[src/rtl/alu_share_arb_pkg.sv]
// ---------------------------------------------------------------------------
// Shared types and constants for the ALU operand-path arbiter.
//
// rysyPkg : core-wide datapath width (REG_LEN).
// alu2Pkg : second-operand select encoding, arbiter FSM states, port count
//           and the packed operand bundle captured at grant time.
//
// No ports; packages only.
// ---------------------------------------------------------------------------
package rysyPkg;
  localparam int REG_LEN = 32;
endpackage

package alu2Pkg;
  localparam int OP_W      = 4;
  localparam int ARB_PORTS = 2;

  // Second-operand mux leg: rs2 register data or the immediate.
  typedef enum logic {
    ALU2_RS  = 1'b0,
    ALU2_IMM = 1'b1
  } alu2_sel_e;

  // IDLE: nothing in flight; EXEC: operands on the ALU; HOLD: result parked.
  typedef enum logic [1:0] {
    ARB_IDLE = 2'd0,
    ARB_EXEC = 2'd1,
    ARB_HOLD = 2'd2
  } arb_state;

  // Everything a requester hands to the ALU, latched as one unit.
  typedef struct packed {
    logic [rysyPkg::REG_LEN-1:0] rs1;
    logic [rysyPkg::REG_LEN-1:0] rs2;
    logic [rysyPkg::REG_LEN-1:0] imm;
    alu2_sel_e                   sel;
    logic [OP_W-1:0]             op;
  } alu_req_t;
endpackage

[src/rtl/alu_share_arb_pick.sv]
// ---------------------------------------------------------------------------
// alu_rr_pick: 2-way request picker producing a one-hot (or zero) grant.
//
// Ports:
//   valid_i [1:0] : per-port request valid.
//   last_i        : port granted most recently (round-robin pointer).
//   grant_o [1:0] : one-hot grant, zero when nobody requests.
//
// Build option: ALU_ARB_FIXED_PRIO_EN
//   defined   -> port 0 always wins a tie, pointer input ignored.
//   undefined -> round-robin, the port not granted last wins a tie.
// ---------------------------------------------------------------------------
module alu_rr_pick (
  input  logic [1:0] valid_i,
  input  logic       last_i,
  output logic [1:0] grant_o
);

`ifdef ALU_ARB_FIXED_PRIO_EN
  // Pointer is meaningless with fixed priority; keep it visibly unused.
  logic unusedLast;
  assign unusedLast = last_i;

  // Single requester wins outright; a tie always goes to port 0.
  always_comb begin
    grant_o = 2'b00;
    if (valid_i[0]) begin
      grant_o = 2'b01;
    end else if (valid_i[1]) begin
      grant_o = 2'b10;
    end
  end
`else
  // Single requester wins outright; on a tie the port that was not served
  // last gets the grant, so both ports alternate under sustained load.
  always_comb begin
    grant_o = 2'b00;
    unique case (valid_i)
      2'b01:   grant_o = 2'b01;
      2'b10:   grant_o = 2'b10;
      2'b11:   grant_o = last_i ? 2'b01 : 2'b10;
      default: grant_o = 2'b00;
    endcase
  end
`endif

endmodule

[src/rtl/alu_share_arb.sv]
// ---------------------------------------------------------------------------
// alu_share_arb: shares the core ALU operand path between the execute stage
// (port 0) and the auxiliary unit (port 1).
//
// A transaction is: accept (IDLE, req_ready pulse) -> EXEC (latched operands
// drive the ALU) -> HOLD (result parked on rsp_data until the owner takes it).
// Minimum three cycles per transaction; rsp_valid appears two cycles after
// the accept cycle.
//
// Ports:
//   clk, rst_n             : clock, asynchronous active-low reset.
//   req_valid/req_ready    : per-port request handshake (ready one-hot/zero).
//   req_rs1/rs2/imm/sel/op : per-port operands, sampled in the accept cycle.
//   alu_in1/rs2/imm        : latched operands towards ALU and operand-2 mux.
//   alu2_sel, alu_op       : operand-2 mux select and ALU opcode.
//   alu_out                : combinational ALU result, captured during EXEC.
//   rsp_valid/rsp_ready    : per-port response handshake.
//   rsp_data               : held result, shared by both ports.
//
// Build option: ALU_ARB_FIXED_PRIO_EN (see alu_rr_pick) selects fixed
// priority instead of round-robin.
// ---------------------------------------------------------------------------
module alu_share_arb
  import alu2Pkg::*;
#(
  parameter int REG_LEN = rysyPkg::REG_LEN,
  parameter int OP_W    = alu2Pkg::OP_W
) (
  input  logic                    clk,
  input  logic                    rst_n,
  input  logic [1:0]              req_valid,
  output logic [1:0]              req_ready,
  input  logic [1:0][REG_LEN-1:0] req_rs1,
  input  logic [1:0][REG_LEN-1:0] req_rs2,
  input  logic [1:0][REG_LEN-1:0] req_imm,
  input  logic [1:0]              req_sel,
  input  logic [1:0][OP_W-1:0]    req_op,
  output logic [REG_LEN-1:0]      alu_in1,
  output logic [REG_LEN-1:0]      alu_rs2,
  output logic [REG_LEN-1:0]      alu_imm,
  output alu2_sel_e               alu2_sel,
  output logic [OP_W-1:0]         alu_op,
  input  logic [REG_LEN-1:0]      alu_out,
  output logic [1:0]              rsp_valid,
  input  logic [1:0]              rsp_ready,
  output logic [REG_LEN-1:0]      rsp_data
);

  arb_state           stateQ;
  logic               ownerQ;
  logic               lastQ;
  alu_req_t           opQ;
  alu_req_t           opD;
  logic [REG_LEN-1:0] dataQ;
  logic [1:0]         rspValidQ;
  logic [1:0]         grant;
  logic               winner;
  logic               handshake;

  alu_rr_pick u_pick (
    .valid_i (req_valid),
    .last_i  (lastQ),
    .grant_o (grant)
  );

  assign winner = grant[1];

  // Operand bundle of whichever port the picker chose this cycle.
  always_comb begin
    opD     = '0;
    opD.rs1 = req_rs1[winner];
    opD.rs2 = req_rs2[winner];
    opD.imm = req_imm[winner];
    opD.sel = alu2_sel_e'(req_sel[winner]);
    opD.op  = req_op[winner];
  end

  // Only the owner's ready counts; the other port's ready is ignored.
  assign handshake = rspValidQ[ownerQ] & rsp_ready[ownerQ];

  // The accept has to be visible in the request cycle itself, so ready is
  // decoded from state; rst_n gates it so it is low while reset is held.
  assign req_ready = ((stateQ == ARB_IDLE) && rst_n) ? grant : 2'b00;

  // Transaction FSM. The operand register keeps its value after the
  // transaction, so the ALU inputs hold the last operands while idle.
  // Reset drops any in-flight transaction and returns the pointer to
  // port 1 so that port 0 wins the first tie.
  always_ff @(posedge clk or negedge rst_n) begin
    if (!rst_n) begin
      stateQ    <= ARB_IDLE;
      ownerQ    <= 1'b0;
      lastQ     <= 1'b1;
      opQ       <= '0;
      dataQ     <= '0;
      rspValidQ <= 2'b00;
    end else begin
      unique case (stateQ)
        ARB_IDLE: begin
          if (|grant) begin
            opQ    <= opD;
            ownerQ <= winner;
            stateQ <= ARB_EXEC;
          end
        end
        ARB_EXEC: begin
          dataQ     <= alu_out;
          rspValidQ <= ownerQ ? 2'b10 : 2'b01;
          stateQ    <= ARB_HOLD;
        end
        ARB_HOLD: begin
          if (handshake) begin
            rspValidQ <= 2'b00;
            lastQ     <= ownerQ;
            stateQ    <= ARB_IDLE;
          end
        end
        default: begin
          rspValidQ <= 2'b00;
          stateQ    <= ARB_IDLE;
        end
      endcase
    end
  end

  assign alu_in1   = opQ.rs1;
  assign alu_rs2   = opQ.rs2;
  assign alu_imm   = opQ.imm;
  assign alu2_sel  = opQ.sel;
  assign alu_op    = opQ.op;
  assign rsp_valid = rspValidQ;
  assign rsp_data  = dataQ;

endmodule

[config.mk]
export PLATFORM = sky130hd
export DESIGN_NAME = alu_share_arb
export DESIGN_NICKNAME = d
export VERILOG_FILES = /design/src/rtl/alu_share_arb_pkg.sv /design/src/rtl/alu_share_arb_pick.sv /design/src/rtl/alu_share_arb.sv
export SDC_FILE = /design/constraint.sdc
export NUM_CORES = 1
export LEC_CHECK = 0
export ABC_CLOCK_PERIOD_IN_PS = 3600
export BUFFER_PORTS_ARGS = -buffer_cell sky130_fd_sc_hd__buf_2
export CAP_MARGIN = 15
export CORE_AREA = 2 2 145 147
export CTS_CLUSTER_SIZE = 30
export DETAILED_ROUTE_END_ITERATION = 10
export DIE_AREA = 0 0 147 149
export SETUP_SLACK_MARGIN = 0.2
export SYNTH_ARGS = -nofsm -noshare
export SYNTH_HDL_FRONTEND = slang
export SYNTH_SLANG_ARGS = --single-unit
[constraint.sdc]
create_clock -name clk -period 3.6 [get_ports clk]
set_input_delay 0.36 -clock clk [delete_from_list [all_inputs] [get_ports clk]]
set_output_delay 0.36 -clock clk [all_outputs]
set_load 0.05 [all_outputs]
==> results.tsv <==
metric	value	unit
status	complete, no violations	
post-synthesis mux area share	6.49	%
CTS Root Cell	clkbuf_16	
IO Pins	377	
Post-Syn Nets	691	
Total Routing Usage GR	17.0	%
Setup CP Type	flop to output pin	
Synth Area in Adders	0	%
drt drc	0	
largest net degree at the start of global routing	104	
setup slack after layout	1.04	ns
CTS tree	built	
CP required	3.24	ns
vias	5307	
initial antenna violation count	2	
max-cap violations	0	
GPL Wtd Cong	0.812	
clock sink count	139	
Worst-Margin Slew	1.04	ns
Placed Cells incl. Taps	1063	
DRT met1 WL	8.34	mm
number of gates resized after cts	0	
Post-Route Setup TNS	0	ns
Yosys reg bits	139	
CP endpoint kind	output pin	
post-synthesis sequential area ratio	57.5	%
routed wire length per instance	17.8	um
pwr dens	1170	nW/um^2
Non-Filler Instances	1096	
post-route antenna net violation count	0	
clock skew	0.0125	ns
Mapped Cells	451	
top routing layer used	met5	
Final Hold Fails	0	
hpwl dp	13.8	mm
most frequent cell on the critical path	nor2_1	
met3 routed WL	1.22	mm
Core Box Area	20600	sq um
share of cells above drive strength 1	64.9	%
Die Y	149	um
Arr. time, crit path	2.20	ns
DRT iter0 DRCs	290	
worst path cell trace	nor2_1 -> nand3_4 -> nor2_1 -> buf_2	
die area	21900	sq um
Clock Path Buffers	2	
Tmin final	2.56	ns
drt pass-1 iters	4	
Vias/cell	4.84	
first-pass GRT wire length	29.1	mm
fin util	42.4	%
drt total wl	19.5	mm
final max-slew violation count	0	
slowest CP cell	nand3_4	
row cnt	53	
H-Tree Depth	4	
fillers	1957	
RSZ-0062 raised after global routing	false	
crit share post-route	71.1	%
Synth Area in Compound Gates	19.4	%
Synth Area in Simple Gates	12.0	%
global route overflow	0	
Worst VDD drop	438	uV
synthesis-to-finish area growth	43.9	%
Worst-path clk slew	0.07	ns
Top Family by Delay on Critical Path	simple AND/OR/NAND/NOR gates	
Hold Slack	0.150	ns
max incr delay on CP	0.49	ns
DP Worst Slack	1.26	ns
CP Max Fanout	46	
Initial Util	29.5	%
Met2 Wirelength	9.55	mm
Fmax	391	MHz
Buf/Inv on CP	1	
Slew HR	31.0	%
leakage power	3.97	nW
commonest non-fill, non-tap cells in the layout	buf_2 (375), dfrtp_1 (138), or3_1 (100), o221a_2 (100), mux2_1 (21)	
Cell variety after synth	26	
clock latency at the later pin of the worst-skew pair	0.42	ns
Hold WC Path Type	primary input to flop	
most common cell after layout, fill and taps aside	buf_2	
Synthesis Warnings	0	
# setup viols final	0	
Avg Inst Size Synth	13.4	sq um
die span in x	147	um
Final Net Count	1048	
number of CTS-inserted buffers	17	
PortBufs	376	
Synth Area in XOR/XNOR	0	%
vias in the first global route	5205	
largest family of logic cells by synthesized area	compound AO/OA/AOI/OAI gates	
Startpoint Class	flop	
Netlist Area Pre-Place	6050	sq um
==> Yosys cell counts <==
cell type,n,area (sq um)
dfrtp_1,138,3450
o221a_2,100,1130
or3_1,100,626
mux2_1,21,236
buf_2,16,80.1
clkbuf_1,15,56.3
mux2_2,13,146
buf_6,9,101
buf_1,7,26.3
o21ai_0,5,25.0
nand2b_1,4,25.0
nor2_1,4,15.0
nand2_1,3,11.3
nand3_1,3,15.0
inv_1,2,7.51
a21bo_2,1,10.0
a21oi_1,1,5.00
buf_4,1,7.51
dfstp_2,1,26.3
mux2i_1,1,10.0
nand3b_1,1,7.51
nand4b_1,1,8.76
nor2b_1,1,6.26
nor3_1,1,5.00
o2bb2ai_1,1,8.76
or2_4,1,8.76
==> what timing repair did <==
action / 4_1_cts / 5_1_grt
hold endpoints to repair: 16 / 0
hold buffers: 1 / 0
setup buffers: 0 / 0
==> cells by family after synthesis <==
| family | count (synthesis) |
|---|---|
| flops | 139 |
| mux | 35 |
| simple gates | 119 |
| buf+inv | 50 |
| compound gates | 108 |
==> cell type report <==
| type | instances | area (sq um) | share of cell area (%) |
|---|---|---|---|
| flip-flops and latches | 139 | 3480 | 39.9 |
| multi-input cells | 262 | 2320 | 26.6 |
| repair buffers | 386 | 1970 | 22.6 |
| clock buffers | 19 | 433 | 4.97 |
| well taps | 275 | 344 | 3.95 |
| clock inverters | 12 | 164 | 1.88 |
| inverters | 2 | 7.51 | 0.0862 |
| diodes | 1 | 2.50 | 0.0287 |
==> flip-flops by register name, indices dropped and copies added, names as in the netlist <==
register and flops:
ownerQ 1, alu_rs2 32, alu_op 4, stateQ 2, alu2_sel 1, lastQ 1
alu_in1 32, rsp_valid 2, alu_imm 32, rsp_data 32
==> through the flow <==
step	total power, mW	area (sq um)
after detailed placement	8.49	8100
after global placement	8.44	8100
after floorplan	7.18	6050
final	10.2	8710
after global routing	10.7	8710
after CTS	10.3	8710
==> metal layers <==
metal / GRT usage, % / vias to the layer above
li1: - / 2501
met1: 21.7 / 2563
met2: 28.2 / 217
met3: 4.77 / 24
met4: 5.53 / 2
met5: 0 / -
==> worst register-to-register path: stages (launching register included) <==
cell	delay [ns]
dfrtp_1	0.45
or2_4	0.59
nor2_4	0.22
buf_4	0.51
mux2_2	0.45
==> where the power goes <==
part           total (mW)  internal (mW)  switching (mW)  leakage (nW)
Combinational        5.64           1.63            4.00          2.13
Sequential           2.79           2.35           0.435          1.55
Clock                1.80           1.10           0.701         0.288
==> path summary, 6_finish.rpt <==
check                                         startpoint                       end  slack, ns  cells past startpoint
worst max-delay path               stateQ[0]$_DFFE_PN0P_              req_ready[0]       1.04                      4
worst min-delay path                          alu_out[7]   rsp_data[7]$_DFFE_PN0N_       0.15                      2
worst max register to register     stateQ[0]$_DFFE_PN0P_    alu_in1[2]$_DFFE_PN0P_       1.28                      4
worst min register to register  rsp_data[18]$_DFFE_PN0N_  rsp_data[18]$_DFFE_PN0N_       0.49                      1
max in group asynchronous                          rst_n   alu_rs2[31]$_DFFE_PN0P_       2.17                      3
min in group asynchronous                          rst_n   rsp_data[9]$_DFFE_PN0N_       0.34                      2
(Power assumes the default switching activity.)
